File: src/rtl/rf_scoreboard_pkg.sv
// Shared constants for the register-file scoreboard: register index width,
// register count, pending-counter width and inflight accounting limits.
package rf_scoreboard_pkg;

    localparam int REG_IDX_W  = 5;
    localparam int SB_NREG    = 32;
    localparam int SB_CNT_W   = 2;
    localparam int INFLIGHT_W = 4;

    localparam logic [REG_IDX_W-1:0]  REG_ZERO     = 5'd0;
    localparam logic [INFLIGHT_W-1:0] INFLIGHT_MAX = 4'd15;

endpackage

File: src/rtl/rf_scoreboard_chk.sv
// Simulation checks on the scoreboard's protocol and output consistency.
module rf_scoreboard_chk
    import rf_scoreboard_pkg::*;
#(
    parameter int NREG = SB_NREG
) (
    input logic                  clk,
    input logic                  rst,
    input logic                  retire_underflow,
    input logic                  issue_overflow,
    input logic [NREG-1:0]       busy_vec,
    input logic [INFLIGHT_W-1:0] inflight,
    input logic                  idle
);

    a_no_underflow: assert property (@(posedge clk) disable iff (rst) !retire_underflow)
        else $error("retire on a register with no pending writer");

    a_no_overflow: assert property (@(posedge clk) disable iff (rst) !issue_overflow)
        else $error("issue on a saturated pending counter");

    a_r0_idle: assert property (@(posedge clk) disable iff (rst) !busy_vec[0])
        else $error("r0 reported busy");

    a_idle_consistent: assert property (@(posedge clk) disable iff (rst)
        idle == (inflight == {INFLIGHT_W{1'b0}}))
        else $error("idle disagrees with inflight");

endmodule

File: src/rtl/rf_scoreboard_counter.sv
// sb_counter: one per-register pending-writer counter. Saturates at both
// ends so a protocol slip can never wrap the count; clr wins over inc/dec.
module sb_counter
    import rf_scoreboard_pkg::*;
#(
    parameter int CNT_W = SB_CNT_W
) (
    input  logic             clk,
    input  logic             rst,
    input  logic             clr,
    input  logic             inc,
    input  logic             dec,
    output logic [CNT_W-1:0] cnt,
    output logic             is_max,
    output logic             is_zero
);

    localparam logic [CNT_W-1:0] CNT_MAX  = {CNT_W{1'b1}};
    localparam logic [CNT_W-1:0] CNT_ZERO = {CNT_W{1'b0}};
    localparam logic [CNT_W-1:0] CNT_ONE  = CNT_W'(1'b1);

    logic [CNT_W-1:0] cnt_r;
    logic [CNT_W-1:0] cnt_nxt_s;

    // Next count: clear, saturating increment, floored decrement, or hold.
    always_comb begin
        cnt_nxt_s = cnt_r;
        if (clr) begin
            cnt_nxt_s = CNT_ZERO;
        end else if (inc && !dec) begin
            if (cnt_r != CNT_MAX) begin
                cnt_nxt_s = cnt_r + CNT_ONE;
            end else begin
                cnt_nxt_s = cnt_r;
            end
        end else if (dec && !inc) begin
            if (cnt_r != CNT_ZERO) begin
                cnt_nxt_s = cnt_r - CNT_ONE;
            end else begin
                cnt_nxt_s = cnt_r;
            end
        end else begin
            cnt_nxt_s = cnt_r;
        end
    end

    // Count register with synchronous reset.
    always_ff @(posedge clk) begin
        if (rst) begin
            cnt_r <= CNT_ZERO;
        end else begin
            cnt_r <= cnt_nxt_s;
        end
    end

    assign cnt     = cnt_r;
    assign is_max  = (cnt_r == CNT_MAX);
    assign is_zero = (cnt_r == CNT_ZERO);

endmodule

File: src/rtl/rf_scoreboard.sv
// Register-file scoreboard: counts in-flight writers per architectural
// register between ID issue and WB retire and produces the ID-stage stall
// for RAW hazards and per-register counter saturation.
module rf_scoreboard
    import rf_scoreboard_pkg::*;
#(
    parameter int   NREG          = SB_NREG,
    parameter int   CNT_W         = SB_CNT_W,
    parameter logic RETIRE_BYPASS = 1'b1
) (
    input  logic                  clk,
    input  logic                  rst,
    input  logic                  flush,
    input  logic                  id_valid,
    input  logic [REG_IDX_W-1:0]  id_rj,
    input  logic                  id_rj_used,
    input  logic [REG_IDX_W-1:0]  id_rk,
    input  logic                  id_rk_used,
    input  logic [REG_IDX_W-1:0]  id_rd,
    input  logic                  id_rd_we,
    input  logic                  id_fire,
    input  logic                  wb_fire,
    input  logic [REG_IDX_W-1:0]  wb_rd,
    input  logic                  wb_we,
    output logic                  id_stall,
    output logic [NREG-1:0]       busy_vec,
    output logic [INFLIGHT_W-1:0] inflight,
    output logic                  idle
);

    localparam logic [CNT_W-1:0] CNT_ONE = CNT_W'(1'b1);

    logic                  issue_s;
    logic                  retire_s;
    logic [NREG-1:0]       inc_s;
    logic [NREG-1:0]       dec_s;
    logic [NREG-1:0]       zero_vec_s;
    logic [NREG-1:0]       max_vec_s;
    logic [CNT_W-1:0]      cnt_s [NREG];
    logic                  rj_busy_s;
    logic                  rk_busy_s;
    logic                  rd_sat_s;
    logic                  underflow_s;
    logic                  overflow_s;
    logic [INFLIGHT_W-1:0] inflight_r;
    logic [INFLIGHT_W-1:0] inflight_nxt_s;
    logic                  idle_r;

    // Writes to r0 are never tracked; flush discards same-cycle traffic.
    assign issue_s  = id_fire & id_rd_we & (id_rd != REG_ZERO) & ~flush;
    assign retire_s = wb_fire & wb_we & (wb_rd != REG_ZERO) & ~flush;

    // Decode issue/retire into per-register increment/decrement strobes.
    always_comb begin
        inc_s = {NREG{1'b0}};
        dec_s = {NREG{1'b0}};
        for (int i = 1; i < NREG; i++) begin
            inc_s[i] = issue_s  && (id_rd == REG_IDX_W'(i));
            dec_s[i] = retire_s && (wb_rd == REG_IDX_W'(i));
        end
    end

    genvar g;
    generate
        for (g = 1; g < NREG; g++) begin : g_cnt
            sb_counter #(.CNT_W(CNT_W)) u_cnt (
                .clk     (clk),
                .rst     (rst),
                .clr     (flush),
                .inc     (inc_s[g]),
                .dec     (dec_s[g]),
                .cnt     (cnt_s[g]),
                .is_max  (max_vec_s[g]),
                .is_zero (zero_vec_s[g])
            );
        end
    endgenerate

    assign cnt_s[0]      = {CNT_W{1'b0}};
    assign max_vec_s[0]  = 1'b0;
    assign zero_vec_s[0] = 1'b1;

    // Hazard query: a source is busy while writers are pending, unless the
    // last pending writer retires this very cycle and bypass is enabled.
    // A full counter on rd stalls unless a retire on rd frees a slot now.
    always_comb begin
        rj_busy_s = (id_rj != REG_ZERO) && !zero_vec_s[id_rj] &&
                    !(RETIRE_BYPASS && retire_s && (wb_rd == id_rj) && (cnt_s[id_rj] == CNT_ONE));
        rk_busy_s = (id_rk != REG_ZERO) && !zero_vec_s[id_rk] &&
                    !(RETIRE_BYPASS && retire_s && (wb_rd == id_rk) && (cnt_s[id_rk] == CNT_ONE));
        rd_sat_s  = id_rd_we && (id_rd != REG_ZERO) && max_vec_s[id_rd] &&
                    !(retire_s && (wb_rd == id_rd));
        id_stall  = id_valid && ((id_rj_used && rj_busy_s) ||
                                 (id_rk_used && rk_busy_s) || rd_sat_s);
    end

    // Next inflight total: same +1/-1/0 rule as a counter, clamped to 0..15.
    always_comb begin
        inflight_nxt_s = inflight_r;
        if (flush) begin
            inflight_nxt_s = {INFLIGHT_W{1'b0}};
        end else if (issue_s && !retire_s) begin
            if (inflight_r != INFLIGHT_MAX) begin
                inflight_nxt_s = inflight_r + 4'd1;
            end else begin
                inflight_nxt_s = inflight_r;
            end
        end else if (retire_s && !issue_s) begin
            if (inflight_r != 4'd0) begin
                inflight_nxt_s = inflight_r - 4'd1;
            end else begin
                inflight_nxt_s = inflight_r;
            end
        end else begin
            inflight_nxt_s = inflight_r;
        end
    end

    // Inflight and idle registers; idle is registered alongside the total.
    always_ff @(posedge clk) begin
        if (rst) begin
            inflight_r <= {INFLIGHT_W{1'b0}};
            idle_r     <= 1'b1;
        end else begin
            inflight_r <= inflight_nxt_s;
            idle_r     <= (inflight_nxt_s == 4'd0);
        end
    end

    assign inflight = inflight_r;
    assign idle     = idle_r;
    assign busy_vec = ~zero_vec_s;

    assign underflow_s = |(dec_s & zero_vec_s);
    assign overflow_s  = |(inc_s & ~dec_s & max_vec_s);

    rf_scoreboard_chk #(.NREG(NREG)) u_chk (
        .clk              (clk),
        .rst              (rst),
        .retire_underflow (underflow_s),
        .issue_overflow   (overflow_s),
        .busy_vec         (busy_vec),
        .inflight         (inflight),
        .idle             (idle)
    );

endmodule

File: config.mk
export PLATFORM = sky130hd
export DESIGN_NAME = rf_scoreboard
export DESIGN_NICKNAME = d
export VERILOG_FILES = /design/src/rtl/rf_scoreboard_pkg.sv /design/src/rtl/rf_scoreboard_chk.sv /design/src/rtl/rf_scoreboard_counter.sv /design/src/rtl/rf_scoreboard.sv
export SDC_FILE = /design/constraint.sdc
export NUM_CORES = 1
export LEC_CHECK = 0
export BUFFER_PORTS_ARGS = -buffer_cell sky130_fd_sc_hd__buf_2
export CAP_MARGIN = 20
export CORE_MARGIN = 5
export CORE_UTILIZATION = 37
export CTS_CLUSTER_SIZE = 20
export DETAILED_ROUTE_END_ITERATION = 8
export PLACE_DENSITY_LB_ADDON = 0.3
export SLEW_MARGIN = 40
export SYNTH_ARGS = -nofsm -noshare
export SYNTH_HDL_FRONTEND = slang
export SYNTH_SLANG_ARGS = --single-unit
File: constraint.sdc
create_clock -name clk -period 2.87 [get_ports clk]
set_clock_uncertainty 0.1 [all_clocks]
set_input_delay 0.287 -clock clk [delete_from_list [all_inputs] [get_ports clk]]
set_output_delay 0.287 -clock clk [all_outputs]
set_load 0.005 [all_outputs]
Yosys cells after proc, flatten, opt, wreduce, memory -nomap -nowiden
Index checks and enable logic that the tools add are counted.
{"block": "op_classes", "n_addsub": 64, "n_lt_le_gt_ge": 5, "n_eq_ne": 161, "reduce_logical": 374, "muxes": 141, "bitwise": 10}
{"cell": "$mux 2", "n": 128}
{"cell": "$reduce_bool 2->1", "n": 93}
{"cell": "$eq 5x5->1 const B", "n": 32}
{"cell": "$logic_and 1x1->1", "n": 141}
{"cell": "$ne 2x2->1 const B", "n": 62}
{"cell": "$reduce_and 3->1", "n": 31}
{"cell": "$eq 5x4->1 const B", "n": 16}
{"cell": "$logic_not 1->1", "n": 69}
{"cell": "$add 2x1->2 const B", "n": 31}
{"cell": "$eq 2x2->1 const B", "n": 31}
{"cell": "$logic_not 2->1", "n": 31}
{"cell": "$sub 2x1->2 const B", "n": 31}
{"cell": "$eq 5x3->1 const B", "n": 8}
{"cell": "$not 32->32", "n": 1}
{"cell": "$bmux 2 s5", "n": 2}
{"cell": "$eq 5x2->1 const B", "n": 4}
{"cell": "$mux 4", "n": 5}
{"cell": "$reduce_bool 5->1", "n": 4}
{"cell": "$lt 5x6->1 const B", "n": 3}
{"cell": "$bmux 1 s5", "n": 3}
{"cell": "$eq 5x5->1", "n": 3}
{"cell": "$ge 6x6->1 const B", "n": 2}
{"cell": "$not 5->6", "n": 2}
{"cell": "$eq 5x1->1 const B", "n": 2}
{"cell": "11 further kinds", "n": 20}
{"block": "totals", "word_cells": 788, "regBits": 67}

Logic depth before layout (Yosys ltp)
{"block": "depth", "depth_word": 12, "ltp_mapped": 9}

Hierarchy
A second synthesis with hierarchy kept.
{"block": "unflattened", "hier_cells": 850, "area_unflattened_um2": 6602.6}
{"module": "sb_counter", "instances": 31, "seq_area_each_um2": 40.0, "area_per_inst_um2": 120.1, "cells_each": 14}
{"module": "rf_scoreboard", "instances": 1, "seq_area_each_um2": 100.1, "area_per_inst_um2": 2879.0, "cells_each": 416}

Least setup slack after synthesis
No wires, ideal clock.
{"block": "synth_path", "path_type": "reg-to-output", "from": "register g_cnt[28].u_cnt.cnt_r[1]", "to": "output id_stall", "required_ns": 2.483, "path_stages_with_launch": 9, "slack_ns": 0.572, "arrival_ns": 1.911, "cell_sequence": "dfxtp_1 -> clkbuf_1 -> or2_1 -> mux4_2 -> nor2_1 -> a21oi_1 -> a32oi_1 -> nor2_1 -> o41a_1"}
{"block": "synth_between", "elab_chain_len": 11, "word_cells_on_any_way": 33}
{"item": "start, declared", "line": "rf_scoreboard_counter.sv:22", "rtl": "logic [CNT_W-1:0] cnt_r;"}
{"item": "start signal, assigned", "line": "rf_scoreboard_counter.sv:52", "rtl": "cnt_r <= cnt_nxt_s;"}
{"item": "$bmux 2 s5 (on tied branches)", "line": "rf_scoreboard.sv:88, rf_scoreboard.sv:90"}
{"item": "$mux 2 (on tied branches) (2 in series)", "line": "rf_scoreboard.sv:88, rf_scoreboard.sv:90"}
{"item": "$eq 2x1->1 (on tied branches)", "line": "rf_scoreboard.sv:88, rf_scoreboard.sv:90"}
{"item": "$logic_and 1x1->1 (on tied branches)", "line": "rf_scoreboard.sv:88, rf_scoreboard.sv:90"}
{"item": "$logic_not 1->1 (on tied branches)", "line": "rf_scoreboard.sv:88, rf_scoreboard.sv:90"}
{"item": "$logic_and 1x1->1 (on tied branches)", "line": "rf_scoreboard.sv:87, rf_scoreboard.sv:89"}
{"item": "$logic_and 1x1->1 (on tied branches)", "line": "rf_scoreboard.sv:93, rf_scoreboard.sv:94"}
{"item": "$logic_or 1x1->1", "line": "rf_scoreboard.sv:93", "rtl": "id_stall = id_valid && ((id_rj_used && rj_busy_s) ||"}
{"item": "$logic_or 1x1->1 *", "line": "rf_scoreboard.sv:94", "rtl": "(id_rk_used && rk_busy_s) || rd_sat_s);"}
{"item": "$logic_and 1x1->1 *", "line": "rf_scoreboard.sv:93"}
{"item": "end, declared", "line": "rf_scoreboard.sv:25", "rtl": "output logic id_stall,"}
Mark *: on every way between the ends. The rest lies on a longest branch, timed or not. The select of a mux whose other input is x is not followed.

Final worst setup path
{"block": "layout_path", "from": "register g_cnt[20].u_cnt.cnt_r[1]", "to": "output id_stall"}
{"block": "layout_between", "elab_chain_len": 11, "word_cells_on_any_way": 33}
{"item": "start, declared", "line": "rf_scoreboard_counter.sv:22"}
{"item": "start signal, assigned", "line": "rf_scoreboard_counter.sv:52"}
{"item": "$bmux 2 s5 (on tied branches)", "line": "rf_scoreboard.sv:88, rf_scoreboard.sv:90"}
{"item": "$mux 2 (on tied branches) (2 in series)", "line": "rf_scoreboard.sv:88, rf_scoreboard.sv:90"}
{"item": "$eq 2x1->1 (on tied branches)", "line": "rf_scoreboard.sv:88, rf_scoreboard.sv:90"}
{"item": "$logic_and 1x1->1 (on tied branches)", "line": "rf_scoreboard.sv:88, rf_scoreboard.sv:90"}
{"item": "$logic_not 1->1 (on tied branches)", "line": "rf_scoreboard.sv:88, rf_scoreboard.sv:90"}
{"item": "$logic_and 1x1->1 (on tied branches)", "line": "rf_scoreboard.sv:87, rf_scoreboard.sv:89"}
{"item": "$logic_and 1x1->1 (on tied branches)", "line": "rf_scoreboard.sv:93, rf_scoreboard.sv:94"}
{"item": "$logic_or 1x1->1", "line": "rf_scoreboard.sv:93"}
{"item": "$logic_or 1x1->1 *", "line": "rf_scoreboard.sv:94"}
{"item": "$logic_and 1x1->1 *", "line": "rf_scoreboard.sv:93"}
Marked as above.

==> results.json <==
{
  "htree_levels": 3,
  "root_buffer": "clkbuf_16",
  "globalRouteOverflowTotal": 0,
  "synth_seq_cells": 67,
  "place_congestion": 0.987,
  "vias": 6723,
  "fin_nets": 942,
  "crit_path_end_kind": "output pin",
  "synth_top_cell_by_area": "dfxtp_1",
  "startpoint_type": "flop",
  "slew-limit-headroom": 0.539,
  "area_growth_pct": 19.3,
  "syn_area_per_cell_um2": 7.11,
  "wl_per_cell_um": 18.7,
  "ys.warnings.count": 0,
  "start_util": 0.376,
  "rows": 46,
  "drv_slew": 0,
  "ioPinCount": 68,
  "synth.area.top_cells": "dfxtp_1, a21oi_1, nand2_1",
  "dp_hpwl_um": 15900,
  "synth_ff_type": "dfxtp_1",
  "finish.utilization": 0.449,
  "grt_pass1_vias": 6103,
  "cts.clk_slew.worst_paths_ns": 0.06,
  "cts_tree": "built",
  "grt_first_pass_wirelength_um": 32600,
  "hold_class": "input pin to flop",
  "cap_violations": 0,
  "drt_iter0_markers": 702,
  "rrSetupSlack_ns": 0.80,
  "ir_drop_uv": 301,
  "cp_cell_sequence": "buf_6, nand2b_4, mux4_2, a211o_1, a21oi_1, a21oi_1, o41a_1, buf_2",
  "cts.sink_count": 67,
  "post-route-min-period_ns": 2.83,
  "clockBufferDepth": 2,
  "cp_max_fo": 4,
  "grt_max_degree": 36,
  "finalCritPeriodShare": 0.985,
  "die_w_um": 137,
  "hold_violations": 0,
  "cpPeakStageDelay_ns": 0.46,
  "netlist_top_cells_count": "a21oi_1, nand2_1, nor2_1",
  "cp_slowest_cell": "mux4_2",
  "worstSetupPathType": "flop to output pin",
  "grtUsageTotal": 0.225,
  "clk_latency_ns": 0.35,
  "fin_cells": 1131,
  "syn_inst": 837,
  "yosysSeqAreaShare": 0.225,
  "diodes": 0,
  "post-place-ws_ns": 0.218,
  "ant_nets": 0,
  "drc_errors": 0,
  "setup_viol": 0,
  "first_pass_iters": 5,
  "grt_setup_unrepaired": "true",
  "placed_area_um2": 6640,
  "ys_types": 78,
  "async_flop_share": 0,
  "finalWirelength_um": 21100,
  "antenna_found_initial": 1,
  "synth_edf_count": 0,
  "yosys.cell_count.top_type": "a21oi_1",
  "crit_arrival_ns": 2.44,
  "vias_per_cell": 5.94,
  "required_ns": 2.48,
  "final_cell_area_um2": 7100,
  "syn_area_um2": 5950,
  "timing.final.ws_setup_ns": 0.0427,
  "synth_top_area_share": 0.225,
  "worst_slew_pin_slew_ns": 0.687,
  "fmax_mhz": 354,
  "dp_cells": 1108,
  "total_power_mw": 2.43,
  "leakage_nw": 2.61,
  "cts_buffers": 9,
  "postCtsHoldBufs": 0,
  "die_h_um": 137,
  "drive_above_1_share": 0.238,
  "port_buffers": 66,
  "syn_nets": 869,
  "status": "complete, no violations",
  "core_area_um2": 15800,
  "p_per_area_nw_per_um2": 343,
  "cp_common_cell": "a21oi_1",
  "die-area_um2": 18700
}
## state kept, by name (all words and copies together) (netlist names)
name / flops
inflight: 4
idle: 1
g_cnt.u_cnt.cnt: 62
## stage by stage
stage          hold slack (ns)  TNS, ns
6_report                 0.284        0
3_3_place_gp             0.412        0
2_1_floorplan            0.378        0
5_1_grt                  0.311  -0.0346
3_5_place_dp             0.410        0
4_1_cts                  0.272        0
## worst max-delay path, delay by kind of cell, from the launching register on
kind,cells,cell delay (ns)
and+or+nand+nor,1,0.13
muxes,1,0.46
buffers and inverters,2,0.25
AOI/OAI and AO/OA,4,0.92
DFF,1,0.32
## layer usage
| layer | GRT usage | up-vias | wire length [µm] |
|---|---|---|---|
| met3 | 0.0478 | 64 | 1880 |
| met2 | 0.356 | 315 | 9460 |
| met5 | 0 | - | 7 |
| met1 | 0.298 | 3110 | 9020 |
| met4 | 0.0904 | 2 | 778 |
| li1 | - | 3232 | - |
## layout by cell type, fill, tap and decap left out, types with 21 or more instances in the layout
cell type,count
buf_4,46
nand2_1,84
buf_2,66
o21ai_0,52
inv_1,33
nor3_1,32
a211oi_1,32
a21oi_1,87
nor2_1,74
dfxtp_1,35
dfxtp_2,29
nand3_1,28
and3_1,21
nand2b_1,25
## final timing paths
| kind | start | endpoint | depth (start not counted) |
|---|---|---|---|
| worst max register to register | inflight[0] | idle | 8 |
| worst min register to register | g_cnt[22].u_cnt.cnt[1] | g_cnt[22].u_cnt.cnt[1] | 2 |
| worst max-delay path | g_cnt[20].u_cnt.cnt[1] | id_stall | 8 |
| worst min-delay path | wb_rd[3] | g_cnt[1].u_cnt.cnt[0] | 4 |
## logic make-up (layout without fill, tap and decap cells)
| kind of cell | count (synthesis) | after routing | synth area share |
|---|---|---|---|
| buffers and inverters | 87 | 165 | 0.0616 |
| AO/OA/AOI/OAI | 267 | 267 | 0.292 |
| adder cells (fa/ha/maj) | 2 | 2 | 0.00420 |
| multiplexers | 18 | 18 | 0.0540 |
| XOR/XNOR | 16 | 16 | 0.0235 |
| other | 1 | 1 | 0.000630 |
| flip-flops | 67 | 67 | 0.225 |
| AND/OR/NAND/NOR | 379 | 379 | 0.338 |
## layout make-up
cell class              count  area (µm²)
clock inverters             7        76.3
well taps                 216         270
inverters                  35         131
multi-input cells         683        4300
clock buffers               9         225
repair buffers            114         707
fillers                  1619        8730
flip-flops and latches     67        1390
## timing repair
action / in CTS / in global routing
gates resized for setup: 13 / 43
pin swaps: 1 / 7
setup endpoints to repair: 1 / 1
buffers inserted: 0 / 7
cloned: 0 / 0
## power by group
group          switching (mW)  internal [mW]  total (mW)
clock network           0.475          0.677        1.15
logic                   0.225          0.125       0.350
registers             0.00320          0.929       0.933
Note: power is estimated with default switching activity, not from simulation.
